[src/rtl/peridot_board_infrom_if.sv]
// Byte-read bus between the serial-ROM responder and the board-info image.
// The requester holds rd_req/rd_addr until it sees a one-cycle rd_ack.
interface peridot_board_infrom_if #(
    parameter int ADDR_WIDTH = 6
);
    logic                  rd_req;
    logic [ADDR_WIDTH-1:0] rd_addr;
    logic                  rd_ack;
    logic [7:0]            rd_data;

    modport master (
        output rd_req,
        output rd_addr,
        input  rd_ack,
        input  rd_data
    );

    modport slave (
        input  rd_req,
        input  rd_addr,
        output rd_ack,
        output rd_data
    );
endinterface

[src/rtl/peridot_board_infrom.sv]
// PERIDOT board-information ROM image: captures a UID (with startup delay and
// timeout fallback), sums the image into a checksum byte, then serves byte
// reads over a registered req/ack bus.
module peridot_board_infrom #(
    parameter int                     ADDR_WIDTH      = 6,
    parameter int                     UID_BYTES       = 8,
    parameter string                  UID_SOURCE      = "EXT",
    parameter logic [UID_BYTES*8-1:0] UID_VALUE       = '1,
    parameter logic [7:0]             PERIDOT_GENCODE = 8'h4e,
    parameter logic [7:0]             VERSION         = 8'h03,
    parameter int                     STARTUP_CYCLES  = 16,
    parameter int                     UID_TIMEOUT     = 1024
) (
    input  logic                     clock_sig,
    input  logic                     reset_sig,
    output logic                     ready,
    input  logic                     rescan,
    peridot_board_infrom_if.slave    rd_bus,
    input  logic [UID_BYTES*8-1:0]   ext_uid,
    input  logic                     ext_uid_valid,
    output logic                     uid_enable,
    output logic [UID_BYTES*8-1:0]   uid,
    output logic                     uid_valid,
    output logic                     uid_timeout
);
    localparam int          UW        = UID_BYTES * 8;
    localparam int          N         = 2 * UID_BYTES;
    localparam int          CS        = 10 + N;
    localparam bit          USE_EXT   = (UID_SOURCE == "EXT");
    localparam bit          TO_EN     = (UID_TIMEOUT != 0);
    localparam logic [31:0] WAIT_LAST = 32'(STARTUP_CYCLES - 1);
    localparam logic [31:0] TO_LAST   = 32'(UID_TIMEOUT - 1);
    localparam logic [31:0] CS_CNT    = 32'(CS);

    typedef enum logic [1:0] {S_WAIT, S_CAPTURE, S_SUM, S_READY} state_t;

    state_t      state;
    state_t      state_next;
    logic [31:0] cnt;
    logic [7:0]  acc;
    logic [7:0]  csum;
    logic        wait_done;
    logic        take_src;
    logic        take_fallback;
    logic        sum_done;
    logic        serve;

    function automatic logic [7:0] hex_ascii(input logic [3:0] nib);
        return (nib < 4'd10) ? (8'h30 + {4'h0, nib}) : (8'h37 + {4'h0, nib});
    endfunction

    // One byte of the image; the checksum slot returns the stored checksum.
    function automatic logic [7:0] image_byte(input logic [ADDR_WIDTH-1:0] addr,
                                              input logic [UW-1:0] u,
                                              input logic [7:0] cs);
        int         a;
        logic [3:0] nib;
        a = int'(addr);
        nib = 4'h0;
        image_byte = 8'hff;
        if (a < 10) begin
            case (a)
                0:       image_byte = 8'h4a;
                1:       image_byte = 8'h37;
                2:       image_byte = 8'h57;
                3:       image_byte = VERSION;
                4:       image_byte = 8'h4a;
                5:       image_byte = 8'h37;
                6:       image_byte = 8'h32;
                7:       image_byte = PERIDOT_GENCODE;
                8:       image_byte = 8'h39;
                default: image_byte = 8'h33;
            endcase
        end else if (a < CS) begin
            // Most significant nibble of the UID lands at address 10.
            nib = 4'(u >> (4 * (N - 1 - (a - 10))));
            image_byte = hex_ascii(nib);
        end else if (a == CS) begin
            image_byte = cs;
        end
    endfunction

    assign uid_enable = USE_EXT;

    // State register.
    always_ff @(posedge clock_sig or posedge reset_sig) begin
        if (reset_sig) state <= S_WAIT;
        else            state <= state_next;
    end

    // Decoded per-state strobes that drive both the datapath and the next state.
    always_comb begin
        ready         = (state == S_READY);
        wait_done     = (state == S_WAIT) && (cnt == WAIT_LAST);
        take_src      = (wait_done && !USE_EXT) ||
                        ((state == S_CAPTURE) && (!USE_EXT || ext_uid_valid));
        take_fallback = (state == S_CAPTURE) && USE_EXT && !ext_uid_valid &&
                        TO_EN && (cnt == TO_LAST);
        sum_done      = (state == S_SUM) && (cnt == CS_CNT);
        serve         = ready && !rescan && rd_bus.rd_req && !rd_bus.rd_ack;
    end

    // Next-state logic; rescan only matters once a UID has been latched.
    always_comb begin
        state_next = state;
        case (state)
            S_WAIT:    if (wait_done) state_next = USE_EXT ? S_CAPTURE : S_SUM;
            S_CAPTURE: if (take_src || take_fallback) state_next = S_SUM;
            S_SUM: begin
                if (rescan)        state_next = S_CAPTURE;
                else if (sum_done) state_next = S_READY;
            end
            S_READY:   if (rescan) state_next = S_CAPTURE;
            default:   state_next = S_WAIT;
        endcase
    end

    // Shared startup/timeout/sum-index counter, cleared on every state change.
    always_ff @(posedge clock_sig or posedge reset_sig) begin
        if (reset_sig)                                  cnt <= '0;
        else if (state_next != state || state == S_READY) cnt <= '0;
        else                                            cnt <= cnt + 32'd1;
    end

    // UID latch; a source-valid in the timeout cycle takes priority.
    always_ff @(posedge clock_sig or posedge reset_sig) begin
        if (reset_sig) begin
            uid         <= UID_VALUE;
            uid_valid   <= 1'b0;
            uid_timeout <= 1'b0;
        end else if (take_src) begin
            uid         <= USE_EXT ? ext_uid : UID_VALUE;
            uid_valid   <= 1'b1;
            uid_timeout <= 1'b0;
        end else if (take_fallback) begin
            uid         <= UID_VALUE;
            uid_valid   <= 1'b0;
            uid_timeout <= 1'b1;
        end
    end

    // Checksum accumulation: one image byte per cycle, then store the negation.
    always_ff @(posedge clock_sig or posedge reset_sig) begin
        if (reset_sig) begin
            acc  <= 8'h00;
            csum <= 8'h00;
        end else if (take_src || take_fallback) begin
            acc <= 8'h00;
        end else if (state == S_SUM && cnt < CS_CNT) begin
            acc <= acc + image_byte(ADDR_WIDTH'(cnt), uid, csum);
        end else if (sum_done) begin
            csum <= 8'h00 - acc;
        end
    end

    // Registered read port; the ack gap makes a held request serve once.
    always_ff @(posedge clock_sig or posedge reset_sig) begin
        if (reset_sig) begin
            rd_bus.rd_ack  <= 1'b0;
            rd_bus.rd_data <= 8'hff;
        end else begin
            rd_bus.rd_ack <= serve;
            if (serve) rd_bus.rd_data <= image_byte(rd_bus.rd_addr, uid, csum);
        end
    end
endmodule

[src/flat_wrapper.sv]
// flat-port wrapper written by rule: the top's interface ports become plain ports
module peridot_board_infrom_flat 
#(
    parameter int                     ADDR_WIDTH      = 6,
    parameter int                     UID_BYTES       = 8,
    parameter string                  UID_SOURCE      = "   ",
    parameter logic [UID_BYTES*8-1:0] UID_VALUE       = '1,
    parameter logic [7:0]             PERIDOT_GENCODE = 8'h4e,
    parameter logic [7:0]             VERSION         = 8'h03,
    parameter int                     STARTUP_CYCLES  = 16,
    parameter int                     UID_TIMEOUT     = 1024
)
  (clock_sig, reset_sig, ready, rescan, ext_uid, ext_uid_valid, uid_enable, uid, uid_valid, uid_timeout, rd_bus_rd_req, rd_bus_rd_addr, rd_bus_rd_ack, rd_bus_rd_data);
  peridot_board_infrom_if #(.ADDR_WIDTH(ADDR_WIDTH)) rd_bus_i ();
  input  logic clock_sig;
  input  logic reset_sig;
  output logic ready;
  input  logic rescan;
  input  logic [UID_BYTES*8-1:0] ext_uid;
  input  logic ext_uid_valid;
  output logic uid_enable;
  output logic [UID_BYTES*8-1:0] uid;
  output logic uid_valid;
  output logic uid_timeout;
  input wire logic [$bits(rd_bus_i.rd_req)-1:0] rd_bus_rd_req;
  input wire logic [$bits(rd_bus_i.rd_addr)-1:0] rd_bus_rd_addr;
  output wire logic [$bits(rd_bus_i.rd_ack)-1:0] rd_bus_rd_ack;
  output wire logic [$bits(rd_bus_i.rd_data)-1:0] rd_bus_rd_data;
  assign rd_bus_i.rd_req = rd_bus_rd_req;
  assign rd_bus_i.rd_addr = rd_bus_rd_addr;
  assign rd_bus_rd_ack = rd_bus_i.rd_ack;
  assign rd_bus_rd_data = rd_bus_i.rd_data;
  peridot_board_infrom #(.ADDR_WIDTH(ADDR_WIDTH), .UID_BYTES(UID_BYTES), .UID_SOURCE(UID_SOURCE), .UID_VALUE(UID_VALUE), .PERIDOT_GENCODE(PERIDOT_GENCODE), .VERSION(VERSION), .STARTUP_CYCLES(STARTUP_CYCLES), .UID_TIMEOUT(UID_TIMEOUT)) u_core (.clock_sig(clock_sig), .reset_sig(reset_sig), .ready(ready), .rescan(rescan), .rd_bus(rd_bus_i), .ext_uid(ext_uid), .ext_uid_valid(ext_uid_valid), .uid_enable(uid_enable), .uid(uid), .uid_valid(uid_valid), .uid_timeout(uid_timeout));
endmodule
[config.mk]
export PLATFORM = sky130hd
export DESIGN_NAME = peridot_board_infrom_flat
export DESIGN_NICKNAME = d
export VERILOG_FILES = /design/src/rtl/peridot_board_infrom_if.sv /design/src/rtl/peridot_board_infrom.sv /design/src/flat_wrapper.sv
export SDC_FILE = /design/constraint.sdc
export NUM_CORES = 1
export LEC_CHECK = 0
export BUFFER_PORTS_ARGS = -buffer_cell sky130_fd_sc_hd__buf_2
export CAP_MARGIN = 25
export CORE_UTILIZATION = 53
export CTS_BUF_LIST = sky130_fd_sc_hd__clkbuf_2
export DETAILED_ROUTE_END_ITERATION = 10
export GPL_TIMING_DRIVEN = 0
export PLACE_DENSITY = 0.84
export SETUP_SLACK_MARGIN = 0.3
export SLEW_MARGIN = 30
export SYNTH_ARGS = -nofsm -noshare
export SYNTH_HDL_FRONTEND = slang
export SYNTH_SLANG_ARGS = --single-unit
export TNS_END_PERCENT = 5
[constraint.sdc]
create_clock -name clock_sig -period 5 [get_ports clock_sig]
set_input_delay 0 -clock clock_sig [delete_from_list [all_inputs] [get_ports clock_sig]]
set_output_delay 0 -clock clock_sig [all_outputs]
set_load 0.005 [all_outputs]
-- Word-level counts from Yosys, hierarchy flattened
Memory sizes are Yosys's and may differ from the RTL's.
Cells that the tools add are included.
W data, S select, Z words.
- bits in registers: 60
- ROM bits: 224
- input port bits: 75
- output and inout port bits: 77
- logic and storage cells: 75
- memories kept: 2
- memories (name ; depth ; width ; rd ports ; clocked after memory_dff ; wr ports ; line ; text):
    (no name shown) ; 16 ; 7 ; 1 ; 0 ; 0 ; peridot_board_infrom.sv:62 ; case (a)
    (no name shown) ; 16 ; 7 ; 1 ; 0 ; 0 ; peridot_board_infrom.sv:62 ;
- $add $sub $neg: 11
- order comparisons: 7
- eq/ne operators: 8
- shift-type cells: 2
- mux-type cells: 21
- bitwise logic cells: 2
- reduce and logical (&&, ||, !) cells: 15
- operators by type and width (cell ; number):
    $shr A64 B32 Y4 const A ; 2
    $mux W8 ; 14
    $sub A5 B30 Y30 const A ; 2
    $add A32 B1 Y32 const B ; 1
    $eq A32 B4 Y1 const B ; 1
    $eq A32 B5 Y1 const B ; 1
    $lt A32 B5 Y1 const B ; 1
    $mux W32 ; 1
    $add A6 B4 Y7 const A ; 4
    $sub A6 B4 Y7 const B ; 2
    $eq A6 B6 Y1 const B ; 2
    $lt A6 B4 Y1 const B ; 2
    $lt A6 B5 Y1 const B ; 2
    $mux W2 ; 5
    $add A8 B8 Y8 ; 1
    $lt A4 B4 Y1 const B ; 2
    $pmux W2 S4 ; 1
    $sub A1 B8 Y8 const A ; 1
    $logic_and A1 B1 Y1 ; 6
    $logic_not A2 Y1 ; 3
    $eq A2 B2 Y1 const B ; 2
    $reduce_and A3 Y1 ; 1
    $eq A2 B1 Y1 const B ; 1
    $logic_not A1 Y1 ; 2
    4 further kinds ; 6

-- Depth between registers and ports, before layout
- depth after elaboration: 12
- depth in mapped cells: 19
- gate-level depth less buffers: 18

-- Worst setup path before layout
Ideal clock, no wire load.
- kind: register -> register
- start: reg u_core.cnt[1]
- end: reg u_core.acc[4]
- setup time: 122 ps
- arrival time: 3724 ps
- data required time: 4878 ps
- setup slack: 1155 ps
- cell stages (with the launch flop): 17
- buffers on the path: 1
- clock period less this slack: 3845 ps
- path through: dfrtp_1 clkbuf_1 o21a_1 nor3_1 inv_1 ha_1 nor4b_1 nand2_1 a21oi_1 o21ai_0 a32o_1 fa_1 nor2b_1 o21a_1 o21ai_0 nor2b_1 a32o_1
- word-level cells in the longest chain between the ends: 12
- elaborated cells on any way between the ends: 26
- those cells by class: add/sub (5); order compare (4); eq/ne (2); shift (1); mux (9); reduce/logical (4); memory (1)
- ends and longest elaborated chain (element ; line ; text):
    start, declared ; peridot_board_infrom.sv:39 ; logic [31:0] cnt;
    start signal, assigned ; peridot_board_infrom.sv:122 ; else cnt <= cnt + 32'd1;
    $sub A6 B4 Y7 ; peridot_board_infrom.sv:76 ; nib = 4'(u >> (4 * (N - 1 - (a - 10))));
    $sub A5 B30 Y30 ; peridot_board_infrom.sv:76 ;
    $shr A64 B32 Y4 ; peridot_board_infrom.sv:76 ;
    $add A6 B4 Y7 or $lt A4 B4 Y1 (tied branches) ; peridot_board_infrom.sv:49 ; return (nib < 4'd10) ? (8'h30 + {4'h0, nib}) : (8'h37 + {4'h0, nib});
    $mux W8 ; peridot_board_infrom.sv:49 ;
    $mux W8 ; peridot_board_infrom.sv:74 ; end else if (a < CS) begin
    $mux W8 ; peridot_board_infrom.sv:61 ; if (a < 10) begin
    $mux W8 ; peridot_board_infrom.sv:149 ; end else if (state == S_SUM && cnt < CS_CNT) begin
    $mux W8 ; peridot_board_infrom.sv:147 ; end else if (take_src || take_fallback) begin
    $add A8 B8 Y8 ; peridot_board_infrom.sv:150 ; acc <= acc + image_byte(ADDR_WIDTH'(cnt), uid, csum);
    $mux W8 ; peridot_board_infrom.sv:149 ;
    $mux W8 ; peridot_board_infrom.sv:147 ;
    end signal, assigned ; peridot_board_infrom.sv:150 ;
    end, declared ; peridot_board_infrom.sv:40 ; logic [7:0] acc;
Parallel ways exist; a longest one is shown, timed or not. The select of a mux whose other input is x is not followed.
A chain may end at the register's enable or synchronous reset.

-- Worst setup path in the final report
- start: reg u_core.cnt[1]
- end: reg u_core.acc[7]
Same word-level chain as after synthesis.

==> metrics.sh <==
HTREEDEPTH=3
CLK-INSERTION-DELAY-LATE_PS=500
WHS_PS=42.4
GRT_SETUP_UNREPAIRED='no'
GLOBAL_ROUTE.USAGE.TOTAL_PCT=22.2
DIE-WIDTH_UM=93.5
CRITPATHLAUNCHTYPE='flip-flop'
SHARE_CLK_OF_TOTAL_POWER_PCT=15.3
TIMING.FINAL.SETUP_VIOLATIONS=0
IO_BUFFERS=17
POWER.SEQUENTIAL.FRACTION_PCT=30.6
MAX-VDD-IR-DROP_V=0.000202
SYNTH_AREA_PER_CELL_SQ_UM=8.83
VIAS_PER_CELL=5.19
SYNTH.YOSYS.WARNINGS=0
P_INT_W=0.00127
FIN_NETS=699
GRT.OVERFLOW.TOTAL=0
SYNTH_CELL_TYPE_COUNT=60
NUMBER_OF_ROWS_IN_THE_CORE_AREA=33
WORSTSETUPENDPOINTTYPE='flip-flop'
ANTENNA_FOUND_INITIAL=0
FIRST_PASS_GRT_WIRE_LENGTH_UM=15200
VIOLATION_COUNT_AFTER_THE_FIRST_DETAILED_ROUTE_ITERATION=226
YS_SEQ_AREA_SHARE_PCT=34.0
NUMCTSBUFFERS=9
DESIGN.CORE.AREA_SQ_UM=8180
MAX_SLEW_MARGIN_PCT=42.6
ROUTE.FINAL.WIRE_LENGTH_UM=9320
FIRSTDRTPASSITERS=5
WORST_EP_ARRIVAL_TIME_PS=4610
MAX-CLOCK-PATH-BUFFERS=2
NUMBER_OF_GLOBAL_ROUTE_VIAS_BEFORE_REPAIR=3317
MAX_CAP_VIOLATIONS=0
DIEAREA_SQ_UM=8750
PWR_DENSITY_CELL_nW_PER_UM2=433
MIN_PERIOD_PS=4220
DRIVE_ABOVE_1_SHARE_PCT=21.1
TYPE_OF_THE_SETUP_PATH_WITH_THE_LEAST_SLACK='reg2reg'
FINAL_WORST_PATH_PERIOD_SHARE_PCT=84.4
ROUTED_WIRE_LENGTH_PER_INSTANCE_UM=13.1
NETLIST_INSTANCES=503
FLOORPLAN.DIE.HEIGHT_UM=93.5
CTS.SINKS=60
PIN_COUNT=152
MOST-COMMON-LAYOUT-CELLS='sky130_fd_sc_hd__buf_4, sky130_fd_sc_hd__conb_1, sky130_fd_sc_hd__nor2_1, sky130_fd_sc_hd__dfrtp_1, sky130_fd_sc_hd__nand2_1'
PROPORTION_OF_REGISTER_BITS_WITH_ASYNCHRONOUS_SET_OR_RESET_AFTER_SYNTHESIS_PCT=100
POWER.SWITCHING_W=0.000945
DRC=0
GRT_MAX_DEGREE=35
STATUS='complete, no violations'
YS_SEQ_ELEMENTS=60
SYNTH_ENABLE_FLOP_CELLS=0
WORST_SETUP_HOLD_PATH_CLK_SLEW_PS=160
DRT.ANTENNA.VIOLATING_NETS=0
TOTALNEGATIVESETUPSLACK_PS=0
FINALHOLDVIOLATIONS=0
SETUP_SKEW_AFTER_LAYOUT_PS=24.0
LEAKAGEPOWER_nW=2.49
POWER.SHARE.SWITCHING_PCT=42.6
DP_HPWL_UM=7090
VIA_COUNT=3695
TIMING_WORST_SLEW_PIN_VALUE_PS=849
FMAX_MHz=237
TIMING.HOLD.WORST.CLASS='in2reg'
CRITICAL_PATH.MAX_FANOUT=8
FLOORPLAN.INITIALDENSITY_PCT=54.3
PLACE.GP.CONGESTION=0.881
TRITONCTS='yes'
SYNTH_FLOP_CELL='sky130_fd_sc_hd__dfrtp_1'
CTS.ROOT.BUFFER_CELL='sky130_fd_sc_hd__clkbuf_2'
INSERTEDDIODECOUNT=0
TIMING.CRITICAL_PATH.REQUIRED_PS=5390
COMB_POWER_SHARE_PCT=54.1
SYNTH_CELL_AREA_SQ_UM=4440
SYN_TO_LAYOUT_AREA_DELTA_PCT=15.3
FINAL-MAX-SLEW-VIOLATION-COUNT=0
[critical path: stages, from the launching register on]
cell                       delay (ps)
sky130_fd_sc_hd__dfrtp_1          430
sky130_fd_sc_hd__clkbuf_1         180
sky130_fd_sc_hd__o21a_1           290
sky130_fd_sc_hd__nor3_2           410
sky130_fd_sc_hd__inv_1            200
sky130_fd_sc_hd__ha_1             310
sky130_fd_sc_hd__nor4b_1          220
sky130_fd_sc_hd__nand2_1          120
sky130_fd_sc_hd__a21oi_1          200
sky130_fd_sc_hd__o21ai_1          190
sky130_fd_sc_hd__a32oi_1          240
sky130_fd_sc_hd__ha_1             260
sky130_fd_sc_hd__a21oi_1          200
sky130_fd_sc_hd__o211ai_1         180
sky130_fd_sc_hd__o41ai_1          410
sky130_fd_sc_hd__mux2i_1          230
sky130_fd_sc_hd__nand2_1           60
[kinds of logic after synthesis]
kind of cell               share of synthesized area, %
other                                             0.169
AOI/OAI and AO/OA                                  11.0
DFF                                                34.0
adders and majority gates                          6.37
buffers and inverters                              14.5
xor gates and xnor gates                           7.89
muxes                                              4.31
and+or+nand+nor                                    21.8
[power groups by stage]
stage               combinational [W]  sequential (W)  clock (W)
CTS                           0.00119        0.000677   0.000349
global placement              0.00112        0.000680          0
detailed placement            0.00117        0.000687          0
global route                  0.00134        0.000691   0.000370
finish                        0.00120        0.000679   0.000340
floorplan                    0.000932        0.000667          0
[layer usage]
layer | global-route usage, % | wire length, um
met1 | 27.1 | 3990
met5 | 0 | 0
met2 | 38.6 | 4680
met3 | 3.50 | 414
met4 | 9.74 | 229
[worst paths after layout]
| check | from | to | slack [ps] | cells after the start |
|---|---|---|---|---|
| worst max-delay path | u_core.cnt[1]$_DFF_PP0_ | u_core.acc[7]$_DFFE_PP0P_ | 780 | 16 |
| worst min-delay path | rd_bus_rd_addr[4] | u_core.rd_bus.rd_data[0]$_DFFE_PP1P_ | 40 | 3 |
| worst max register to register | u_core.cnt[1]$_DFF_PP0_ | u_core.acc[7]$_DFFE_PP0P_ | 780 | 16 |
| worst min register to register | u_core.rd_bus.rd_data[6]$_DFFE_PP1P_ | u_core.rd_bus.rd_data[6]$_DFFE_PP1P_ | 490 | 2 |
| max in group asynchronous | reset_sig | u_core.cnt[28]$_DFF_PP0_ | 3890 | 5 |
| min in group asynchronous | reset_sig | u_core.cnt[6]$_DFF_PP0_ | 610 | 4 |
[registers in the layout, indices dropped and copies added (netlist names)]
name and flops:
u_core.cnt 32, u_core.acc 8, u_core.state 2, u_core.csum 8, u_core.rd_bus.rd_ack 1, u_core.uid_valid 1
u_core.rd_bus.rd_data 8
[repair_timing]
action                                 CTS  global route
gates resized for setup                  0             2
endpoints found under the hold margin   70             0
hold buffers                             6             0
setup endpoints to repair                0             3
buffers inserted                         0             0
[metrics by stage]
stage          instances  util, %  setup slack (ps)  cell area (sq um)  power [W]
6_report             712     62.6               778               5120    0.00222
5_1_grt              712     62.6               412               5120    0.00241
4_1_cts              712     62.5               447               5110    0.00221
3_5_place_dp         690     60.2               491               4920    0.00186
3_3_place_gp         689     59.9               617               4900    0.00180
2_1_floorplan        567        -              1150               4680    0.00160
[cell usage after synthesis (all sizes together), types with 2 or more instances]
cell type / number / area [sq um]
and3: 4 / 25.0
conb: 2 / 7.51
and4: 4 / 36.3
a21o: 2 / 15.0
nand2b: 2 / 12.5
a32o: 3 / 30.0
xor2: 26 / 228
o21ai: 26 / 130
a21oi: 11 / 55.1
nand4: 16 / 100
o21a: 8 / 60.1
mux2: 9 / 131
nor2b: 5 / 31.3
nand2: 32 / 136
o31ai: 4 / 30.0
nor4bb: 2 / 20.0
nand3: 19 / 95.1
nor4b: 3 / 26.3
a211oi: 3 / 22.5
or4: 3 / 30.0
o211ai: 2 / 15.0
ha: 21 / 263
clkbuf: 12 / 45.0
nor2: 60 / 241
nor3: 15 / 75.1
dfrtp: 52 / 1300
xnor2: 14 / 123
and2: 4 / 25.0
a31oi: 2 / 12.5
buf: 70 / 514
inv: 21 / 78.8
dfstp: 8 / 210
nor4: 8 / 50.1
or3: 4 / 25.0
mux2i: 6 / 60.1
a22oi: 3 / 22.5
o41ai: 2 / 17.5
[layout make-up]
type                            instances  area, sq um
Fill cell                             692         3050
Clock buffer                           10         50.0
Sequential cell                        60         1510
Tap cell                              105          131
Timing Repair Buffer                   24          165
Inverter                               22         85.1
Multi-Input combinational cell        403         2540
Buffer                                 82          559
Clock inverter                          6         80.1
Power figures use the tool's default switching activity.
